**config.mk**
```make
export PLATFORM = sky130hd
export DESIGN_NAME = index_mask_decoder
export DESIGN_NICKNAME = d
export VERILOG_FILES = /design/src/rtl/index_mask_decoder.sv
export SDC_FILE = /design/constraint.sdc
export NUM_CORES = 1
export LEC_CHECK = 0
export ABC_AREA = 1
export BUFFER_PORTS_ARGS = -buffer_cell sky130_fd_sc_hd__buf_2
export CELL_PAD_IN_SITES_DETAIL_PLACEMENT = 1
export CELL_PAD_IN_SITES_GLOBAL_PLACEMENT = 1
export CORE_MARGIN = 2
export CORE_UTILIZATION = 28
export CTS_BUF_LIST = sky130_fd_sc_hd__clkbuf_16
export CTS_CLUSTER_DIAMETER = 120
export DETAILED_ROUTE_END_ITERATION = 7
export GPL_ROUTABILITY_DRIVEN = 0
export PLACE_DENSITY = 0.67
export SLEW_MARGIN = 20
export SYNTH_ARGS = -nofsm -noshare
export SYNTH_HDL_FRONTEND = slang
export SYNTH_SLANG_ARGS = --single-unit
```
**constraint.sdc**
```tcl
create_clock -name clk -period 1.5 [get_ports clk]
set_input_delay 0.075 -clock clk [delete_from_list [all_inputs] [get_ports clk]]
set_output_delay 0.075 -clock clk [all_outputs]
set_load 0.1 [all_outputs]
```
**src/rtl/index_mask_decoder.sv**
```systemverilog
// index_mask_decoder
//   Rebuilds an N-bit request/grant mask (N = 2**IDX_W) from a serialized
//   stream of encoded indices. Each accepted beat sets bit in_idx of an
//   accumulator. On the frame's last beat, the mask, a duplicate flag and a
//   saturating beat count are loaded into output registers and held until
//   the downstream side takes them.
//
// Ports
//   clk, rst_n            rising-edge clock, synchronous active-low reset
//   in_valid/in_ready     upstream beat handshake
//   in_idx, in_last       encoded index of the beat, last-beat-of-frame flag
//   out_valid/out_ready   result handshake (registered)
//   out_mask              reconstructed mask
//   out_dup               some index repeated within the frame
//   out_count             accepted beats in the frame, saturating

// Per-bit slice: one accumulator bit and one output bit.
module index_mask_lane (
  input  logic clk,
  input  logic rst_n,
  input  logic hit,      // this lane is the decoded index of the current beat
  input  logic acc_upd,  // accepted non-last beat
  input  logic acc_clr,  // accepted last beat: accumulator restarts
  input  logic out_ld,   // accepted last beat: capture result
  output logic acc_bit,
  output logic out_bit
);
  always_ff @(posedge clk) begin
    if (!rst_n) begin
      acc_bit <= 1'b0;
      out_bit <= 1'b0;
    end else begin
      if (acc_clr)             acc_bit <= 1'b0;
      else if (acc_upd && hit) acc_bit <= 1'b1;
      // the last beat's own index is folded into the captured result
      if (out_ld)              out_bit <= acc_bit | hit;
    end
  end
endmodule

module index_mask_decoder #(
  parameter int IDX_W = 3,
  parameter int CNT_W = 4
) (
  input  logic                  clk,
  input  logic                  rst_n,
  input  logic                  in_valid,
  output logic                  in_ready,
  input  logic [IDX_W-1:0]      in_idx,
  input  logic                  in_last,
  output logic                  out_valid,
  input  logic                  out_ready,
  output logic [(1<<IDX_W)-1:0] out_mask,
  output logic                  out_dup,
  output logic [CNT_W-1:0]      out_count
);
  localparam int N = 1 << IDX_W;
  localparam logic [CNT_W-1:0] CNT_MAX = '1;

  typedef enum logic {ACCUM, HOLD} state_t;
  state_t state, state_nxt;

  logic [N-1:0]     onehot;
  logic [N-1:0]     acc_mask;
  logic             acc_dup;
  logic [CNT_W-1:0] acc_count;
  logic [CNT_W-1:0] count_nxt;
  logic             accept, upd, fin, dup_hit;

  // in_ready depends on state only; forced low while reset is asserted.
  assign in_ready  = rst_n && (state == ACCUM);
  assign out_valid = (state == HOLD);

  assign accept = in_valid && in_ready;
  assign upd    = accept && !in_last;
  assign fin    = accept && in_last;

  for (genvar i = 0; i < N; i++) begin : g_lane
    assign onehot[i] = (in_idx == IDX_W'(i));
    index_mask_lane u_lane (
      .clk     (clk),
      .rst_n   (rst_n),
      .hit     (onehot[i]),
      .acc_upd (upd),
      .acc_clr (fin),
      .out_ld  (fin),
      .acc_bit (acc_mask[i]),
      .out_bit (out_mask[i])
    );
  end

  // Repeat detected when the incoming index is already in the accumulator.
  assign dup_hit   = |(acc_mask & onehot);
  assign count_nxt = (acc_count == CNT_MAX) ? acc_count : acc_count + CNT_W'(1);

  always_ff @(posedge clk) begin
    if (!rst_n) begin
      acc_dup   <= 1'b0;
      acc_count <= '0;
      out_dup   <= 1'b0;
      out_count <= '0;
    end else if (fin) begin
      acc_dup   <= 1'b0;
      acc_count <= '0;
      out_dup   <= acc_dup | dup_hit;
      out_count <= count_nxt;
    end else if (upd) begin
      acc_dup   <= acc_dup | dup_hit;
      acc_count <= count_nxt;
    end
  end

  always_ff @(posedge clk) begin
    if (!rst_n) state <= ACCUM;
    else        state <= state_nxt;
  end

  always_comb begin
    state_nxt = state;
    case (state)
      ACCUM: if (fin)       state_nxt = HOLD;
      HOLD:  if (out_ready) state_nxt = ACCUM;
      default:              state_nxt = ACCUM;
    endcase
  end
endmodule

```
==> results of run 1 <==
[Yosys cell counts, types with 2 or more instances]
library cell  number
o21ai_1            4
nand2_1           32
inv_2              2
o21ai_0           14
buf_2              3
nand3_1            4
nor2_4             3
dfxtp_1           27
nand2_2            2
nor3_1             8
nand4_1            6
buf_6              2
buf_4              8
inv_1              8
a21oi_1           12
or2_2              2
nor2_1            12
[kinds of logic after synthesis]
| kind of cell | share of synthesized area (%) |
|---|---|
| compound gates | 13.9 |
| xor+xnor | 0.724 |
| fa+ha+maj | 1.03 |
| buf+inv | 11.7 |
| flops | 44.7 |
| simple gates | 28.0 |
[area by class of cell]
cell class                      count  area [um2]  area share (%)
Sequential cell                    27         544            38.3
Inverter                           11        43.8            3.08
Clock buffer                        3        75.1            5.28
Tap cell                           50        62.6            4.40
Multi-Input combinational cell    104         528            37.1
Timing Repair Buffer               27         163            11.4
Clock inverter                      1        5.00           0.352
[power by group]
| part | internal (mW) | switching [mW] |
|---|---|---|
| Combinational | 0.0555 | 0.189 |
| Clock | 0.360 | 0.247 |
| Sequential | 0.734 | 0.0127 |
[flip-flops by register name, summed over array words and instances, names as in the netlist]
| name | count |
|---|---|
| out_valid | 1 |
| out_dup | 1 |
| acc_count | 4 |
| out_count | 4 |
| g_lane.u_lane.out_bit | 8 |
| acc_dup | 1 |
| g_lane.u_lane.acc_bit | 8 |
[how the worst min path moves through the flow]
stage,startpoint,to,slack (ps),cells past startpoint
global placement,out_ready,out_valid,280,2
detailed placement,out_ready,out_valid,270,2
finish,rst_n,out_valid,90,3
CTS,rst_n,out_valid,90,3
floorplan,out_ready,out_valid,170,1
global route,rst_n,out_valid,100,3
[per-layer routing]
| layer | track usage, % | up-vias | wire (um) |
|---|---|---|---|
| met4 | 3.21 | 0 | 26 |
| li1 | - | 541 | - |
| met1 | 16.8 | 492 | 1510 |
| met3 | 1.89 | 4 | 80 |
| met2 | 21.8 | 20 | 1450 |
| met5 | 0 | - | 0 |
[stage by stage]
| stage | worst slack (ps) | std cells |
|---|---|---|
| after floorplan | -245 | 155 |
| after global placement | 149 | 214 |
| after detailed placement | 121 | 214 |
| after CTS | 101 | 219 |
| after global routing | 32.7 | 223 |
| final | 110 | 223 |
[what timing repair did]
item	4_1_cts	5_1_grt
buffers inserted	0	4
hold buffers	1	0
resized for setup	0	2
endpoints found under the hold margin	1	0
endpoints found under the setup margin	0	4
[worst max-delay path, delay by kind of cell, from the launching register on]
family | cells | cell delay [ps]
buffers and inverters | 3 | 420
flip-flops | 1 | 360
AND/OR/NAND/NOR | 3 | 330
AO/OA/AOI/OAI | 1 | 170
==> results.json, run 1 <==
{
  "syn_nets": 164,
  "leakage_nw": 0.656,
  "fin_area_um2": 1420,
  "rr_worst_depth": 7,
  "avgSynthCellArea_um2": 7.81,
  "start_util_pct": 29.6,
  "endpoint": "out_count[2]",
  "final_common_cell": "nand2_1",
  "fin_nets": 183,
  "ys.flop_type": "dfxtp_1",
  "root_buffer": "clkbuf_16",
  "yosysSeqAreaShare_pct": 44.7,
  "timing.hold.ws_ps": 91.0,
  "fin_util_pct": 34.8,
  "synth_edf_count": 0,
  "synthCells": 155,
  "finalClockSkew_ps": 2.39,
  "cts_tree": "built",
  "critPathRequiredTime_ps": 1650,
  "numCtsBuffers": 3,
  "worstHoldPathType": "in -> reg",
  "r2r-start": "out_valid",
  "powerDensity_nw_per_um2": 1120,
  "dpl.hpwl_um": 2200,
  "cp_max_fo": 13,
  "drive_above_1_share_pct": 24.9,
  "timing.slew.headroom_pct": 67.4,
  "dr.pass1.iters": 4,
  "grt_overflow": 0,
  "drv_slew": 0,
  "crit_path_max_incr_delay_ps": 360,
  "drv_cap": 0,
  "wl_um": 3060,
  "num_antenna_cells": 0,
  "crit_path_start_kind": "register",
  "max_freq_mhz": 720,
  "synth_cell_types": 23,
  "areaGrowthSynthToFinish_pct": 17.5,
  "port-buffer-count": 22,
  "synth_top_area_share_pct": 44.7,
  "clock_sinks": 27,
  "r2r_slack_ps": 110,
  "drcViolationCount": 0,
  "power_mw": 1.60,
  "crit_path_frequent_cell": "nor2_4",
  "antenna_left": 0,
  "synth-seq-cells": 27,
  "placed_cell_area_um2": 1290,
  "worstSetupStartpoint": "out_valid",
  "wl_per_cell_um": 13.7,
  "core_um2": 4090,
  "ios": 23,
  "clock_latency_ps": 260,
  "synth_area_um2": 1210,
  "antenna_found_initial": 0,
  "grt_pass1_vias": 1030,
  "num_rows": 23,
  "r2r-end": "out_count[2]",
  "die_h_um": 69.7,
  "fin_setup_tns_ps": 0,
  "finalCriticalPeriod_ps": 1390,
  "critPathCaptureType": "register",
  "finalCritPeriodShare_pct": 92.6,
  "die_x_um": 69.7,
  "h-tree-depth": 1,
  "arrival_ps": 1540,
  "synth_top_cell_by_area": "dfxtp_1",
  "routed_via_density": 4.74,
  "final_cell_mix": "32 x nand2_1, 26 x dfxtp_1, 22 x buf_2, 12 x a21oi_1, 12 x nor2_1",
  "cpMaxStageDelayCell": "dfxtp_4",
  "first_iter_violations": 27,
  "synth_area_leaders": "dfxtp_1 45%, nand2_1 9.9%, o21ai_0 5.8%",
  "tightest_slew_ps": 492,
  "cp_cell_sequence": "nor2_4, nand3_4, inv_4, nor2_4, buf_12, buf_4, a22o_1",
  "die_area_um2": 4860,
  "n_fill_cell": 523,
  "setup_viol": 0,
  "peakVddDrop_mv": 0.447,
  "grt_start_max_net_pins": 17,
  "hold_viol_final": 0,
  "gr-usage-all-layers_pct": 12.7,
  "synthArstFlopShare_pct": 0,
  "cts.path.max_buffers": 2,
  "grt_first_pass_wirelength_um": 5090,
  "crit_type": "reg -> reg",
  "via_count": 1057,
  "synth_warnings": 0,
  "rsz0062_at_grt": "false",
  "status": "finished, final reports clean",
  "clk_pin_slew_ps": 70
}
No activity file was read; power rests on OpenSTA's default activity.
==> run 2, diff against run 1 <==
- ABC_AREA: 1 -> unset
- PLACE_DENSITY: 0.67 -> 0.65
==> run 2 against run 1 <==
Against the previous run: non-clock buffer count decreased by 1; critical path depth is 2 lower; clock power rose by 1%; sequential share of layout area about the same; hold slack gained 24 ps; routed wire length is 8.1% lower; final cell count shrank 7.2%; count of clock-buffer cells in the layout is the same; utilization decreased by 1.4 points; fmax grew 2.9%; die area up 0.78%; critical path type unchanged; largest power group unchanged.
==> results.json, run 2 <==
{
  "h-tree-depth": 1,
  "synth-compound-area-share_pct": 17.9,
  "crit_type": "reg -> reg",
  "synthArstFlopShare_pct": 0,
  "num_antenna_cells": 0,
  "avgSynthCellArea_um2": 8.78,
  "synth_top_cell_by_area": "dfxtp_1",
  "clk_pin_slew_ps": 70,
  "dr.pass1.iters": 3,
  "powerDensity_nw_per_um2": 1110,
  "grt_overflow": 0,
  "antenna_left": 0,
  "final_common_cell": "dfxtp_1",
  "synth_warnings": 0,
  "first_iter_violations": 49,
  "synth_cell_types": 32,
  "finalClockSkew_ps": 2.04,
  "fin_nets": 165,
  "worstHoldPathType": "in -> reg",
  "synthXorXnorAreaFrac_pct": 0.718,
  "cpMaxStageDelayCell": "dfxtp_1",
  "synthSimpleGateAreaFrac_pct": 21.1,
  "arrival_ps": 1500,
  "clock_latency_ps": 260,
  "die_x_um": 70.0,
  "start_util_pct": 28.6,
  "synth_area_leaders": "dfxtp_1 44%, nand3_1 6.6%, buf_4 5.5%",
  "crit_path_start_kind": "register",
  "port-buffer-count": 22,
  "leakage_nw": 0.586,
  "critPathRequiredTime_ps": 1650,
  "timing.hold.ws_ps": 115,
  "ys.flop_type": "dfxtp_1",
  "grt_start_max_net_pins": 26,
  "syn_nets": 148,
  "wl_per_cell_um": 13.6,
  "ios": 23,
  "rsz0062_at_grt": "false",
  "cts_tree": "built",
  "synth_area_um2": 1220,
  "drv_slew": 0,
  "antenna_found_initial": 0,
  "drcViolationCount": 0,
  "timing.slew.headroom_pct": 67.7,
  "peakVddDrop_mv": 0.411,
  "hold_viol_final": 0,
  "tightest_slew_ps": 488,
  "synthTopCellsByCount": "27 x dfxtp_1, 16 x nand3_1, 14 x nor2_1",
  "n_fill_cell": 520,
  "largestRegisters": "g_lane.u_lane.acc_bit x8, g_lane.u_lane.out_bit x8",
  "die_h_um": 70.0,
  "via_count": 986,
  "drive_above_1_share_pct": 25.8,
  "cp_top_family": "simple AND/OR/NAND/NOR gates",
  "critPathCaptureType": "register",
  "numCtsBuffers": 3,
  "gr-usage-all-layers_pct": 12.7,
  "synth.area.mux_share_pct": 6.15,
  "routed_via_density": 4.76,
  "root_buffer": "clkbuf_16",
  "cts.path.max_buffers": 2,
  "cp_max_fo": 5,
  "grt_first_pass_wirelength_um": 4880,
  "yosys.area_share.adder_pct": 1.03,
  "synth_edf_count": 0,
  "yosysMostFrequentCell": "dfxtp_1",
  "synth-seq-cells": 27,
  "cp_cell_sequence": "ha_2, nand3_2, nor3b_2, a22oi_1, nor2b_1",
  "final_cell_mix": "26 x dfxtp_1, 22 x buf_2, 15 x nand3_1, 14 x nor2_1, 12 x o21ai_0",
  "yosysSeqAreaShare_pct": 44.3,
  "num_rows": 24,
  "fin_setup_tns_ps": 0,
  "drv_cap": 0,
  "max_freq_mhz": 740,
  "status": "finished, final reports clean",
  "core_um2": 4260,
  "wl_um": 2820,
  "clock_sinks": 27,
  "synthCells": 139,
  "grt_pass1_vias": 1023,
  "path_buf_inv": 0,
  "dpl.hpwl_um": 2080,
  "crit_path_max_incr_delay_ps": 410,
  "finalCritPeriodShare_pct": 90.1,
  "synth_top_family_by_area": "simple AND/OR/NAND/NOR gates",
  "die_area_um2": 4900,
  "finalCriticalPeriod_ps": 1350,
  "areaGrowthSynthToFinish_pct": 16.6,
  "synth_top_area_share_pct": 44.3,
  "setup_viol": 0
}
==> run 2: cells by family after synthesis <==
group | count (synthesis)
simple gates | 50
compound gates | 38
flops | 27
buf+inv | 15
mux | 7
xor+xnor | 1
fa+ha+maj | 1
==> run 2: worst paths after layout <==
check | start | end | slack (ps) | cells after the start
setup reg to reg | acc_count[0] | acc_count[1] | 150 | 5
hold / removal | rst_n | out_valid | 110 | 3
setup / recovery | acc_count[0] | acc_count[1] | 150 | 5
hold reg to reg | g_lane[3].u_lane.out_bit | g_lane[3].u_lane.out_bit | 460 | 2
==> run 2: per-layer routing <==
| layer | vias to the layer above | wire length (um) | global-route usage [%] |
|---|---|---|---|
| met2 | 13 | 1400 | 21.4 |
| li1 | 516 | - | - |
| met5 | - | 0 | 0 |
| met1 | 452 | 1270 | 15.2 |
| met4 | 0 | 36 | 4.27 |
| met3 | 5 | 108 | 4.04 |
==> run 2: worst reg2reg max path, stage by stage, from the launching register on <==
cell and delay (ps):
dfxtp_1 410, ha_2 250, nand3_2 140, nor3b_2 200, a22oi_1 180, nor2b_1 70
==> run 2: stage by stage <==
step / utilization, % / worst slack (ps) / cell area (um2) / cells / power (mW)
global route: 33.4 / 26.0 / 1420 / 207 / 1.65
global placement: 31.0 / 197 / 1320 / 202 / 0.979
floorplan: - / 134 / 1230 / 139 / 0.936
finish: 33.4 / 149 / 1420 / 207 / 1.58
CTS: 33.1 / 54.1 / 1410 / 207 / 1.60
detailed placement: 31.0 / 44.4 / 1320 / 202 / 0.983
==> run 2: layout make-up <==
type                    count  area [um2]  area share, %
clock buffers               3        75.1           5.28
well taps                  52        65.1           4.57
repair buffers             26         143           10.0
multi-input cells          97         588           41.3
flip-flops and latches     27         544           38.3
inverters                   1        3.75          0.264
clock inverters             1        3.75          0.264
==> run 2: what timing repair did <==
action	in CTS	in global routing
endpoints found under the hold margin	1	0
setup buffers	0	0
setup endpoints to repair	1	2
hold buffers	1	0
cloned	0	0
gates resized for setup	1	3
==> run 2: where the power goes <==
| part | switching (mW) | total, mW | internal, mW | leakage [nW] |
|---|---|---|---|---|
| Clock | 0.258 | 0.616 | 0.358 | 0.0423 |
| Sequential | 0.0107 | 0.743 | 0.732 | 0.219 |
| Combinational | 0.172 | 0.224 | 0.0513 | 0.324 |
| Total | 0.441 | 1.58 | 1.14 | 0.586 |
